<file path="config.mk">
export PLATFORM = sky130hd
export DESIGN_NAME = mult_div_hilo_flat
export DESIGN_NICKNAME = d
export VERILOG_FILES = /design/src/rtl/mult_div_hilo_if.sv /design/src/rtl/mult_div_hilo.sv /design/src/flat_wrapper.sv
export SDC_FILE = /design/constraint.sdc
export NUM_CORES = 1
export LEC_CHECK = 0
export BUFFER_PORTS_ARGS = -buffer_cell sky130_fd_sc_hd__buf_2
export CAP_MARGIN = 20
export CORE_UTILIZATION = 61
export DETAILED_ROUTE_END_ITERATION = 16
export PLACE_DENSITY = 0.87
export RECOVER_POWER = 25
export SYNTH_ARGS = -nofsm -noshare
export SYNTH_HDL_FRONTEND = slang
export SYNTH_SLANG_ARGS = --single-unit
</file>
<file path="constraint.sdc">
create_clock -name i_clk -period 4.3 [get_ports i_clk]
set_input_delay 0.215 -clock i_clk [delete_from_list [all_inputs] [get_ports i_clk]]
set_output_delay 0.215 -clock i_clk [all_outputs]
set_load 0.005 [all_outputs]
</file>
<file path="src/rtl/mult_div_hilo_if.sv">
// Execute-stage bus between the pipeline and the multiply/divide HI/LO unit.
// slave : the unit (consumes start/op/operands/MT writes, drives HI/LO/status)
// master: the pipeline side driving operands and observing HI/LO/status
interface mult_div_hilo_if #(
    parameter int unsigned NBITS = 32
);
    logic             i_start;
    logic [1:0]       i_op;
    logic [NBITS-1:0] i_RS;
    logic [NBITS-1:0] i_RT;
    logic             i_MTHI;
    logic             i_MTLO;
    logic [NBITS-1:0] o_HI;
    logic [NBITS-1:0] o_LO;
    logic             o_busy;
    logic             o_done;
    logic             o_div_zero;

    modport slave (
        input  i_start, i_op, i_RS, i_RT, i_MTHI, i_MTLO,
        output o_HI, o_LO, o_busy, o_done, o_div_zero
    );

    modport master (
        output i_start, i_op, i_RS, i_RT, i_MTHI, i_MTLO,
        input  o_HI, o_LO, o_busy, o_done, o_div_zero
    );
endinterface

</file>
<file path="src/rtl/mult_div_hilo.sv">
// Iterative MIPS multiply/divide unit with architectural HI/LO registers.
// One bit per cycle: shift-add multiply, restoring divide, then a sign-fix/commit.
// Ports:
//   i_clk    - clock, all state changes on the rising edge
//   i_reset  - synchronous active-high reset
//   bus      - slave side: i_start/i_op/i_RS/i_RT/i_MTHI/i_MTLO in,
//              o_HI/o_LO/o_busy/o_done/o_div_zero out (all registered)
module mult_div_hilo #(
    parameter int unsigned NBITS = 32
) (
    input  logic                  i_clk,
    input  logic                  i_reset,
    mult_div_hilo_if.slave        bus
);
    localparam int unsigned CW = (NBITS > 1) ? $clog2(NBITS) : 1;
    localparam int unsigned AW = 2 * NBITS;

    typedef enum logic [1:0] {
        ST_IDLE = 2'd0,
        ST_CALC = 2'd1,
        ST_FIX  = 2'd2
    } state_t;

    state_t           state_q;
    logic [CW-1:0]    cnt_q;
    logic [1:0]       op_q;
    logic [NBITS-1:0] m_q;        // multiplicand (mul) or divisor (div) magnitude
    logic [AW-1:0]    acc_q;      // product, or {remainder, dividend/quotient}
    logic             neg_q;      // product / quotient must be negated
    logic             rneg_q;     // remainder must be negated (dividend sign)
    logic             dz_pend_q;
    logic [NBITS-1:0] hi_q;
    logic [NBITS-1:0] lo_q;
    logic             busy_q;
    logic             done_q;
    logic             dz_q;

    // Operand magnitudes; op[0]=0 selects the signed variants
    logic             rs_neg_c, rt_neg_c;
    logic [NBITS-1:0] rs_mag_c, rt_mag_c;

    always_comb begin
        rs_neg_c = bus.i_RS[NBITS-1] & ~bus.i_op[0];
        rt_neg_c = bus.i_RT[NBITS-1] & ~bus.i_op[0];
        rs_mag_c = rs_neg_c ? NBITS'(NBITS'(0) - bus.i_RS) : bus.i_RS;
        rt_mag_c = rt_neg_c ? NBITS'(NBITS'(0) - bus.i_RT) : bus.i_RT;
    end

    // One iteration of either algorithm
    logic [NBITS:0]   mul_sum_c;
    logic [NBITS:0]   div_trial_c;
    logic [AW-1:0]    acc_next_c;

    always_comb begin
        mul_sum_c   = {1'b0, acc_q[AW-1:NBITS]} + (acc_q[0] ? {1'b0, m_q} : (NBITS+1)'(0));
        // Partial remainder shifted left needs NBITS+1 bits before the trial subtract
        div_trial_c = acc_q[AW-1:NBITS-1] - {1'b0, m_q};
        if (op_q[1]) begin
            if (div_trial_c[NBITS]) begin
                acc_next_c = {acc_q[AW-2:0], 1'b0};
            end else begin
                acc_next_c = {div_trial_c[NBITS-1:0], acc_q[NBITS-2:0], 1'b1};
            end
        end else begin
            acc_next_c = {mul_sum_c, acc_q[NBITS-1:1]};
        end
    end

    // Sign correction applied at commit
    logic [AW-1:0]    prod_c;
    logic [NBITS-1:0] quot_c;
    logic [NBITS-1:0] rem_c;

    always_comb begin
        prod_c = neg_q  ? AW'(AW'(0) - acc_q) : acc_q;
        quot_c = neg_q  ? NBITS'(NBITS'(0) - acc_q[NBITS-1:0]) : acc_q[NBITS-1:0];
        rem_c  = rneg_q ? NBITS'(NBITS'(0) - acc_q[AW-1:NBITS]) : acc_q[AW-1:NBITS];
    end

    // Control FSM, datapath and HI/LO registers
    always_ff @(posedge i_clk) begin
        if (i_reset) begin
            state_q   <= ST_IDLE;
            cnt_q     <= '0;
            op_q      <= '0;
            m_q       <= '0;
            acc_q     <= '0;
            neg_q     <= 1'b0;
            rneg_q    <= 1'b0;
            dz_pend_q <= 1'b0;
            hi_q      <= '0;
            lo_q      <= '0;
            busy_q    <= 1'b0;
            done_q    <= 1'b0;
            dz_q      <= 1'b0;
        end else begin
            done_q <= 1'b0;
            dz_q   <= 1'b0;
            unique case (state_q)
                ST_IDLE: begin
                    if (bus.i_start) begin
                        op_q   <= bus.i_op;
                        neg_q  <= rs_neg_c ^ rt_neg_c;
                        rneg_q <= rs_neg_c;
                        busy_q <= 1'b1;
                        if (bus.i_op[1]) begin
                            m_q   <= rt_mag_c;
                            acc_q <= {NBITS'(0), rs_mag_c};
                        end else begin
                            m_q   <= rs_mag_c;
                            acc_q <= {NBITS'(0), rt_mag_c};
                        end
                        if (bus.i_op[1] && (bus.i_RT == '0)) begin
                            dz_pend_q <= 1'b1;
                            state_q   <= ST_FIX;
                        end else begin
                            dz_pend_q <= 1'b0;
                            cnt_q     <= CW'(NBITS - 1);
                            state_q   <= ST_CALC;
                        end
                    end else begin
                        if (bus.i_MTHI) hi_q <= bus.i_RS;
                        if (bus.i_MTLO) lo_q <= bus.i_RS;
                    end
                end
                ST_CALC: begin
                    acc_q <= acc_next_c;
                    if (cnt_q == '0) begin
                        state_q <= ST_FIX;
                    end else begin
                        cnt_q <= cnt_q - CW'(1);
                    end
                end
                ST_FIX: begin
                    if (!dz_pend_q) begin
                        if (op_q[1]) begin
                            hi_q <= rem_c;
                            lo_q <= quot_c;
                        end else begin
                            hi_q <= prod_c[AW-1:NBITS];
                            lo_q <= prod_c[NBITS-1:0];
                        end
                    end
                    done_q  <= 1'b1;
                    dz_q    <= dz_pend_q;
                    busy_q  <= 1'b0;
                    state_q <= ST_IDLE;
                end
                default: begin
                    state_q <= ST_IDLE;
                    busy_q  <= 1'b0;
                end
            endcase
        end
    end

    assign bus.o_HI       = hi_q;
    assign bus.o_LO       = lo_q;
    assign bus.o_busy     = busy_q;
    assign bus.o_done     = done_q;
    assign bus.o_div_zero = dz_q;
endmodule

</file>
<file path="src/flat_wrapper.sv">
// flat-port wrapper written by rule: the top's interface ports become plain ports
module mult_div_hilo_flat 
#(
    parameter int unsigned NBITS = 32
)
  (i_clk, i_reset, bus_i_start, bus_i_op, bus_i_RS, bus_i_RT, bus_i_MTHI, bus_i_MTLO, bus_o_HI, bus_o_LO, bus_o_busy, bus_o_done, bus_o_div_zero);
  mult_div_hilo_if #(.NBITS(NBITS)) bus_i ();
  input  logic i_clk;
  input  logic i_reset;
  input wire logic [$bits(bus_i.i_start)-1:0] bus_i_start;
  input wire logic [$bits(bus_i.i_op)-1:0] bus_i_op;
  input wire logic [$bits(bus_i.i_RS)-1:0] bus_i_RS;
  input wire logic [$bits(bus_i.i_RT)-1:0] bus_i_RT;
  input wire logic [$bits(bus_i.i_MTHI)-1:0] bus_i_MTHI;
  input wire logic [$bits(bus_i.i_MTLO)-1:0] bus_i_MTLO;
  output wire logic [$bits(bus_i.o_HI)-1:0] bus_o_HI;
  output wire logic [$bits(bus_i.o_LO)-1:0] bus_o_LO;
  output wire logic [$bits(bus_i.o_busy)-1:0] bus_o_busy;
  output wire logic [$bits(bus_i.o_done)-1:0] bus_o_done;
  output wire logic [$bits(bus_i.o_div_zero)-1:0] bus_o_div_zero;
  assign bus_i.i_start = bus_i_start;
  assign bus_i.i_op = bus_i_op;
  assign bus_i.i_RS = bus_i_RS;
  assign bus_i.i_RT = bus_i_RT;
  assign bus_i.i_MTHI = bus_i_MTHI;
  assign bus_i.i_MTLO = bus_i_MTLO;
  assign bus_o_HI = bus_i.o_HI;
  assign bus_o_LO = bus_i.o_LO;
  assign bus_o_busy = bus_i.o_busy;
  assign bus_o_done = bus_i.o_done;
  assign bus_o_div_zero = bus_i.o_div_zero;
  mult_div_hilo #(.NBITS(NBITS)) u_core (.i_clk(i_clk), .i_reset(i_reset), .bus(bus_i));
endmodule
</file>
Yosys cells after proc, flatten, opt, wreduce, memory -nomap -nowiden. Cells that the tools add are included.

Bits in registers: 175. Output and inout bits: 67. Word-level logic and storage cells: 85.

Add/sub/neg operators: 8. Equal/unequal tests: 10. Multiplexer cells: 34. Bitwise logic cells: 6. Reductions and logical operators: 14.

Operators with widths (number): two-way mux 32 bit (15); two-way mux 64 bit (4); one-hot mux 32 bit (2 select lines) (2); one-hot mux 64 bit (2 select lines) (1); subtractor 1 x 32 -> 32 bit, first input constant (4); subtractor 1 x 64 -> 64 bit, first input constant (1); adder 32 x 33 -> 33 bit (1); subtractor 33 x 32 -> 33 bit (1); logical NOT 32 bit (1); two-way mux 5 bit (3); inequality test 2 bit, second input constant (7); AND reduction 4 bit (3); one-hot mux 5 bit (2 select lines) (1); AND reduction 2 bit (4); two-way mux 2 bit (3); logical NOT 5 bit (1); subtractor 5 x 1 -> 5 bit, second input constant (1); one-hot mux 2 bit (2 select lines) (1); nonzero test 2 bit (2); two-way mux 1 bit (3); NOT 1 bit (3); AND 1 bit (2); == test 2 x 1 -> 1 bit, second input constant (1); == test 2 bit, second input constant (1); 6 further kinds (6).

Longest topological paths before layout. Gate-level depths: netlist of run 1.

Word-level depth: 6. Gate-level depth with buffers: 15. Mapped depth without buffers: 14.

Least setup slack after synthesis of run 1. No wires, ideal clock.

Kind: flip-flop to flip-flop. Start point: reg u_core.acc_q[32]. End point: reg u_core.acc_q[48]. Setup time: 0.129 ns. Data arrival time: 3.263 ns. Required time: 4.171 ns. Slack: 0.908 ns. Cell stages (with the launch flop): 15. Buffers on the path: 2. Clock period less this slack: 3.392 ns. Path through: dfxtp_1 inv_1 fa_1 nor2b_1 o31a_1 a31oi_1 o211ai_1 o21ai_1 o211a_1 o21ai_1 xor2_1 buf_2 buf_2 mux2i_1 o21ai_0.

Cells in the longest elaborated chain, start to end: 4. Elaborated cells between the ends (all ways): 5.

Ends and longest elaborated chain: start, declared (RTL line mult_div_hilo.sv:28) `logic [AW-1:0] acc_q;`; start signal, assigned (RTL line mult_div_hilo.sv:108) `acc_q <= {NBITS'(0), rs_mag_c};`; start signal, assigned (RTL line mult_div_hilo.sv:111) `acc_q <= {NBITS'(0), rt_mag_c};`; start signal, assigned (RTL line mult_div_hilo.sv:127) `acc_q <= acc_next_c;`; subtractor 33 x 32 -> 33 bit (RTL line mult_div_hilo.sv:57) `div_trial_c = acc_q[AW-1:NBITS-1] - {1'b0, m_q};`; two-way mux 64 bit (RTL line mult_div_hilo.sv:59) `if (div_trial_c[NBITS]) begin`; two-way mux 64 bit * (RTL line mult_div_hilo.sv:58) `if (op_q[1]) begin`; one-hot mux 64 bit (2 select lines) * (RTL line mult_div_hilo.sv:99) `unique case (state_q)`.

Every way passes the cells marked *; elsewhere a longest branch is shown, timed or not. A chain may end at the register's enable or synchronous reset.

Worst setup path after layout of run 1.
Start point: reg u_core.acc_q[32]. End point: reg u_core.acc_q[39].

The elaborated chain is that of the path after synthesis.

==> results of run 1 <==
==> worst paths after layout <==
| kind | start | endpoint | depth (start not counted) |
|---|---|---|---|
| hold / removal | bus_i_RS[25] | u_core.bus.o_LO[25]$_SDFFE_PP0P_ | 3 |
| setup / recovery | u_core.acc_q[32]$_SDFFE_PP0P_ | u_core.acc_q[39]$_SDFFE_PP0P_ | 14 |
| setup reg to reg | u_core.acc_q[32]$_SDFFE_PP0P_ | u_core.acc_q[39]$_SDFFE_PP0P_ | 14 |
| hold reg to reg | u_core.m_q[24]$_SDFFE_PP0P_ | u_core.m_q[24]$_SDFFE_PP0P_ | 2 |
==> sequential cells by signal, summed over array words and instances, names as in the netlist <==
name / flops
u_core.bus.o_HI: 32
u_core.bus.o_LO: 32
u_core.cnt_q: 5
u_core.dz_pend_q: 1
u_core.bus.o_busy: 1
u_core.state_q: 2
u_core.neg_q: 1
u_core.acc_q: 64
u_core.rneg_q: 1
u_core.bus.o_div_zero: 1
u_core.op_q: 1
u_core.bus.o_done: 1
u_core.m_q: 32
==> power by group through the flow <==
| stage | combinational, mW | sequential, mW | clock, mW |
|---|---|---|---|
| global placement | 1.63 | 1.91 | 0 |
| finish | 1.72 | 1.89 | 1.64 |
| detailed placement | 1.65 | 1.91 | 0 |
| global route | 1.84 | 1.90 | 1.70 |
| floorplan | 1.17 | 1.85 | 0 |
| CTS | 1.66 | 1.87 | 1.62 |
==> layout make-up <==
cell class	count	area, sq um
clock buffers	17	425
flip-flops and latches	174	3480
inverters	74	278
clock inverters	15	179
repair buffers	192	1060
fillers	2043	7300
well taps	319	399
multi-input cells	1647	10300
==> logic make-up after synthesis <==
logic type / after synthesis
AO/OA/AOI/OAI: 643
XOR/XNOR: 172
adder cells (fa/ha/maj): 72
buffers and inverters: 217
flip-flops: 174
multiplexers: 67
AND/OR/NAND/NOR: 693
==> layout by cell type (no fill, tap or decap), types with 70 or more instances in the layout <==
cell,Yosys,routed
sky130_fd_sc_hd__xor2_1,74,73
sky130_fd_sc_hd__buf_2,7,92
sky130_fd_sc_hd__inv_1,74,74
sky130_fd_sc_hd__dfxtp_1,174,173
sky130_fd_sc_hd__nor2_1,253,251
sky130_fd_sc_hd__ha_1,70,70
sky130_fd_sc_hd__o21ai_0,134,134
sky130_fd_sc_hd__a21oi_1,205,205
sky130_fd_sc_hd__nand2_1,226,226
sky130_fd_sc_hd__xnor2_1,98,98
==> per-stage QoR <==
| step | instances | hold slack (ps) | area [sq um] | worst slack, ps | util |
|---|---|---|---|---|---|
| detailed placement | 2406 | 444 | 15600 | 375 | 0.666 |
| finish | 2438 | 102 | 16200 | 208 | 0.689 |
| CTS | 2438 | 104 | 16200 | 329 | 0.691 |
| global route | 2438 | 112 | 16200 | 24.1 | 0.689 |
| global placement | 2406 | 441 | 15600 | 524 | 0.666 |
| floorplan | 2038 | 374 | 14600 | 908 | - |
==> routing by layer <==
| metal | routed length, um | global-route usage | vias to the layer above |
|---|---|---|---|
| met5 | 0 | 0 | - |
| met4 | 3190 | 0.260 | 0 |
| met3 | 6960 | 0.125 | 203 |
| met2 | 22600 | 0.650 | 1059 |
| met1 | 21600 | 0.562 | 7442 |
| li1 | - | - | 7462 |
==> worst max-delay path, cell delays in order (launching register included) <==
cell and delay (ps):
sky130_fd_sc_hd__dfxtp_1 490, sky130_fd_sc_hd__inv_1 170, sky130_fd_sc_hd__fa_1 480, sky130_fd_sc_hd__nor2b_1 170, sky130_fd_sc_hd__o31a_1 190, sky130_fd_sc_hd__a31oi_1 110
sky130_fd_sc_hd__o211ai_1 250, sky130_fd_sc_hd__o21ai_1 280, sky130_fd_sc_hd__o211a_1 320, sky130_fd_sc_hd__o21ai_1 140, sky130_fd_sc_hd__buf_4 170, sky130_fd_sc_hd__xor2_4 530
sky130_fd_sc_hd__buf_12 270, sky130_fd_sc_hd__mux2i_1 240, sky130_fd_sc_hd__o21ai_0 110
==> metrics.txt, run 1 <==
number of max-slew violations in the final report=0; worst slew slack as a fraction of its limit=0.319; actual slew at the worst max-slew pin=1020 ps; Synth Flop Type=sky130_fd_sc_hd__dfxtp_1; unrepaired setup endpoints after global routing=false; Hold Vio Cnt, Final=0; largest family of logic cells by synthesized area=compound AO/OA/AOI/OAI gates; # port buffers=137; post-detailed-route DRC marker count=0; Pre-antenna DRT Iters=7; Syn Area/Cell=7.18 sq um; initial DRC count=2,177; number of I/O pins=138; Sequential Power Share=0.360; most instantiated cells after synthesis=sky130_fd_sc_hd__nor2_1 (253), sky130_fd_sc_hd__nand2_1 (226), sky130_fd_sc_hd__a21oi_1 (205), sky130_fd_sc_hd__dfxtp_1 (174), sky130_fd_sc_hd__o21ai_0 (134); sum of net half-perimeters after detailed placement=41,400 um; global placement routability congestion=1.01; antenna diode count=0; wire length of the first global-routing pass=81,500 um; TritonCTS Buffers=17; maximum VDD drop=0.000262 V; endpoint arrival time on the critical path=4380 ps; largest fanout on the critical path=18; fraction of the mapped netlist area in compound gates=0.280; final routed wirelength across all metal layers=54,400 um; most repeated cell in the gate-level netlist after synthesis=sky130_fd_sc_hd__nor2_1; cell type with the highest aggregate area in the netlist=sky130_fd_sc_hd__dfxtp_1; Post-DRT Antenna Nets=0; # hold bufs at CTS=0; Startpoint Class=flip-flop; Max-cap violations=0; mean number of vias per cell=6.63; combinational fraction of design power=0.328; Rows=56; count of state elements after synthesis=174; Final Net Count=2,249; sequential element share of the synthesized area=0.238; total setup buffers inserted after CTS=0; proportion of layout cells with a drive suffix above 1=0.101; vias post-DR=16.2k; initial antenna violation count=0; final total power=5.24 mW; share of Yosys cell area claimed by the top area cell type=0.238; final global-route overflow total=0; Final setup violation count=0; root buffer cell=sky130_fd_sc_hd__clkbuf_16; placeable core region=0.0235 sq mm; Total GRT Usage=0.438; Skew-Pair Late Insertion Delay=460 ps; number of enable flip-flop cells after synthesis=0; Req. time, crit path=4590 ps; Die X=157 um; via count of the first global-routing pass=14.5k; floorplan die height=157 um; async set or reset register ratio after synthesis=0; clock tree from TritonCTS=done; Sinks on Clock Net=174; XOR/XNOR share of the synthesized area=0.103; count of H-tree levels built during CTS=4; reported net switching power=2.09 mW; outcome=finished clean; synthesis warning total=0; relative contribution of the clock network to total power=0.313; highest attainable clock frequency=244 MHz; cell area after technology mapping=0.0146 sq mm; arithmetic-cell share of the synthesized area counting full adders, half adders and majority gates=0.0626; critical path start-end classification=flip-flop to flip-flop; mux contribution to synthesized area=0.0463; leakage power figure=6.56 nW; wire per inst=22.3 um; pin count of the biggest net entering global routing=90; worst setup slack for register-to-register paths=210 ps; setup_tns=0 ps; Post-Syn Nets=2,181; gate count of the mapped netlist=2,038; Worst Setup End Kind=flip-flop; fraction of power spent switching nets=0.398; PostCTS Resize Cnt=0; ratio of final minimum period to clock period=0.952; area delta synth->final=10.6%; Period minus WS final=4090 ps; clock buffer depth=2; Starting Density=0.623; Post-Route Skew=19.8 ps; total power density per cell area=324 mW/mm^2; post-CTS clock slew at the launch and capture registers of the worst setup and hold paths=70 ps; internal power=3.16 mW; HP Class=input port to flip-flop; top post-synthesis cells by area=sky130_fd_sc_hd__dfxtp_1 (24%), sky130_fd_sc_hd__a21oi_1 (7.0%), sky130_fd_sc_hd__nor2_1 (6.5%); share of synthesized cell area in and, or, nand and nor gates=0.213; synth unique cells=75; total die area=0.0246 sq mm
Power figures use the tool's default switching activity.
==> run 2, diff against run 1 <==
--- a/config.mk
+++ b/config.mk
@@ -11,6 +11,7 @@
 export DETAILED_ROUTE_END_ITERATION = 16
 export PLACE_DENSITY = 0.87
 export RECOVER_POWER = 25
+export REMOVE_ABC_BUFFERS = 1
 export SYNTH_ARGS = -nofsm -noshare
 export SYNTH_HDL_FRONTEND = slang
 export SYNTH_SLANG_ARGS = --single-unit
==> run 2 against run 1 <==
Global-route usage is 2.7 points lower; critical path depth stayed put; sequential cell count stayed put; utilization is 0.30 points lower; worst hold slack better by 12 ps; register-to-register slack better by 210 ps; count of clock-buffer cells in the layout is 2 higher; first-iteration DRC count is 4.2% lower; routed wire length is 6.0% lower; critical endpoint is now u_core.acc_q[53]$_SDFFE_PP0P_; largest cell class unchanged; highest routed layer unchanged.
==> metrics.txt, run 2 (synthesized netlist as in run 1, its figures left out) <==
proportion of layout cells with a drive suffix above 1=0.0977 (was 0.101); post-CTS clock slew at the launch and capture registers of the worst setup and hold paths=70 ps (about the same); clock buffer depth=2 (unchanged); vias post-DR=16.3k (was 16.2k); register area=0.00348 sq mm (unchanged); number of max-slew violations in the final report=0 (unchanged); Req. time, crit path=4600 ps (was 4590 ps); largest fanout on the critical path=12 (was 18); Bufs and invs on worst path=3 (unchanged); Pre-antenna DRT Iters=6 (was 7); Inst Count DP=2,395 (was 2,406); Max-cap violations=0 (unchanged); wire per inst=21.1 um (was 22.3 um); placeable core region=0.0235 sq mm (unchanged); kind of cell with the highest combined delay on the critical path=compound AO/OA/AOI/OAI gates (unchanged); unrepaired setup endpoints after global routing=false (unchanged); Filler Cell Count=2,000 (was 2,043); pin count of the biggest net entering global routing=71 (was 90); via count of the first global-routing pass=14.9k (was 14.5k); Period minus WS final=3890 ps (was 4090 ps); # port buffers=137 (unchanged); maximum VDD drop=0.000221 V (was 0.000262 V); total setup buffers inserted after CTS=0 (unchanged); Rows=56 (unchanged); clock tree from TritonCTS=done (unchanged); Skew-Pair Late Insertion Delay=450 ps (was 460 ps); floorplan die height=157 um (unchanged); Worst Setup End Kind=flip-flop (unchanged); Die X=157 um (unchanged); root buffer cell=sky130_fd_sc_hd__clkbuf_16 (unchanged); mean number of vias per cell=6.73 (was 6.63); ratio of final minimum period to clock period=0.904 (was 0.952); leakage power figure=6.53 nW (was 6.56 nW); actual slew at the worst max-slew pin=1090 ps (was 1020 ps); Final setup violation count=0 (unchanged); final routed wirelength across all metal layers=51,200 um (was 54,400 um); Hold Vio Cnt, Final=0 (unchanged); final total power=5.22 mW (was 5.24 mW); highest attainable clock frequency=257 MHz (was 244 MHz); Total GRT Usage=0.411 (was 0.438); post-route non-filler standard cell count=2,427 (was 2,438); pre-CTS worst setup slack=565 ps (was 375 ps); worst setup slack for register-to-register paths=410 ps (was 210 ps); # hold bufs at CTS=0 (unchanged); area of all placed cells without fillers=0.0161 sq mm (was 0.0162 sq mm); top library cells by usage in the layout, fill and taps aside=sky130_fd_sc_hd__nor2_1 (251), sky130_fd_sc_hd__nand2_1 (226), sky130_fd_sc_hd__a21oi_1 (205) (unchanged); endpoint arrival time on the critical path=4190 ps (was 4380 ps); number of I/O pins=138 (unchanged); count of H-tree levels built during CTS=4 (unchanged); final global-route overflow total=0 (unchanged); initial antenna violation count=0 (unchanged); worst setup slack after layout=414 ps (was 208 ps); worst slew slack as a fraction of its limit=0.272 (was 0.319); Startpoint Class=flip-flop (unchanged); register with the most flip-flops=u_core.acc_q (unchanged); Largest register FFs=64 (unchanged); sum of net half-perimeters after detailed placement=37,200 um (was 41,400 um); commonest non-fill, non-tap cell in the layout=sky130_fd_sc_hd__nor2_1 (unchanged); global placement routability congestion=1.02 (was 1.01); area of the multi-input gates=0.0104 sq mm (was 0.0103 sq mm); delay of the slowest critical-path stage=540 ps (was 530 ps); setup_tns=0 ps (unchanged); HP Class=input port to flip-flop (unchanged); TritonCTS Buffers=17 (unchanged); post-detailed-route DRC marker count=0 (unchanged); Starting Density=0.623 (unchanged); initial DRC count=2,086 (was 2,177); Sinks on Clock Net=174 (unchanged); Final Net Count=2,238 (was 2,249); PostCTS Resize Cnt=0 (unchanged); outcome=finished clean (unchanged); area delta synth->final=10.1% (was 10.6%); wire length of the first global-routing pass=78,700 um (was 81,500 um); total die area=0.0246 sq mm (unchanged); antenna diode count=0 (unchanged); critical path start-end classification=flip-flop to flip-flop (unchanged); cell area after placement=0.0156 sq mm (about the same); total power density per cell area=324 mW/mm^2 (about the same); Post-DRT Antenna Nets=0 (unchanged); Post-Route Skew=17.6 ps (was 19.8 ps); critical-path cell list=inv_1 > fa_1 > nor2b_1 > o31a_1 > a31oi_1 > o211ai_1 > o21ai_1 > o211a_1 > o21ai_1 > buf_4 > xor2_4 > buf_4 > mux2i_1 > o21ai_0 (was inv_1 > fa_1 > nor2b_1 > o31a_1 > a31oi_1 > o211ai_1 > o21ai_1 > o211a_1 > o21ai_1 > buf_4 > xor2_4 > buf_12 > mux2i_1 > o21ai_0); slowest stage cell, crit path=sky130_fd_sc_hd__xor2_4 (unchanged)
-- run 2: changes by cell type in the layout (fill, tap and decap cells not counted), sizes merged --
| cell | delta |
|---|---|
| buf | -6 |
| clkinvlp | -1 |
| clkbuf | -3 |
| bufinv | +2 |
| inv | -3 |
-- run 2: metal layers --
metal | wire length [um] | share of wire | GRT usage
met1 | 19600 | 0.38 | 0.519
met2 | 22400 | 0.44 | 0.634
met3 | 6050 | 0.12 | 0.0964
met4 | 3070 | 0.060 | 0.248
met5 | 0 | 0 | 0
-- run 2: stage by stage --
step,hold slack [ps],utilization
2_1_floorplan,284,-
3_3_place_gp,440,0.662
3_5_place_dp,443,0.663
4_1_cts,105,0.688
5_1_grt,129,0.686
6_report,114,0.686
-- run 2: worst register-to-register path: cells and delay by family, from the launching register on --
family                   cells  cell delay (ps)
XOR/XNOR                     1              540
flip-flops                   1              520
buffers and inverters        3              660
AND/OR/NAND/NOR              1              170
adder cells (fa/ha/maj)      1              490
AO/OA/AOI/OAI                7             1160
multiplexers                 1              200
-- run 2: final cells by class --
type | count | share of cell area
Timing Repair Buffer | 181 | 0.0614
Clock inverter | 13 | 0.00956
Inverter | 74 | 0.0173
Multi-Input combinational cell | 1647 | 0.643
Sequential cell | 174 | 0.216
Tap cell | 319 | 0.0248
Clock buffer | 19 | 0.0275
-- run 2: path summary, 6_finish.rpt --
| path | start | to | cells past startpoint |
|---|---|---|---|
| min | bus_i_RS[23] | u_core.bus.o_HI[23]$_SDFFE_PP0P_ | 3 |
| max reg2reg | u_core.acc_q[32]$_SDFFE_PP0P_ | u_core.acc_q[53]$_SDFFE_PP0P_ | 14 |
| min reg2reg | u_core.m_q[5]$_SDFFE_PP0P_ | u_core.m_q[5]$_SDFFE_PP0P_ | 2 |
| max | u_core.acc_q[32]$_SDFFE_PP0P_ | u_core.acc_q[53]$_SDFFE_PP0P_ | 14 |
-- run 2: power by group --
part	internal, mW	switching [mW]	total, mW
clock network	0.887	0.765	1.65
registers	1.74	0.155	1.89
logic	0.627	1.05	1.67
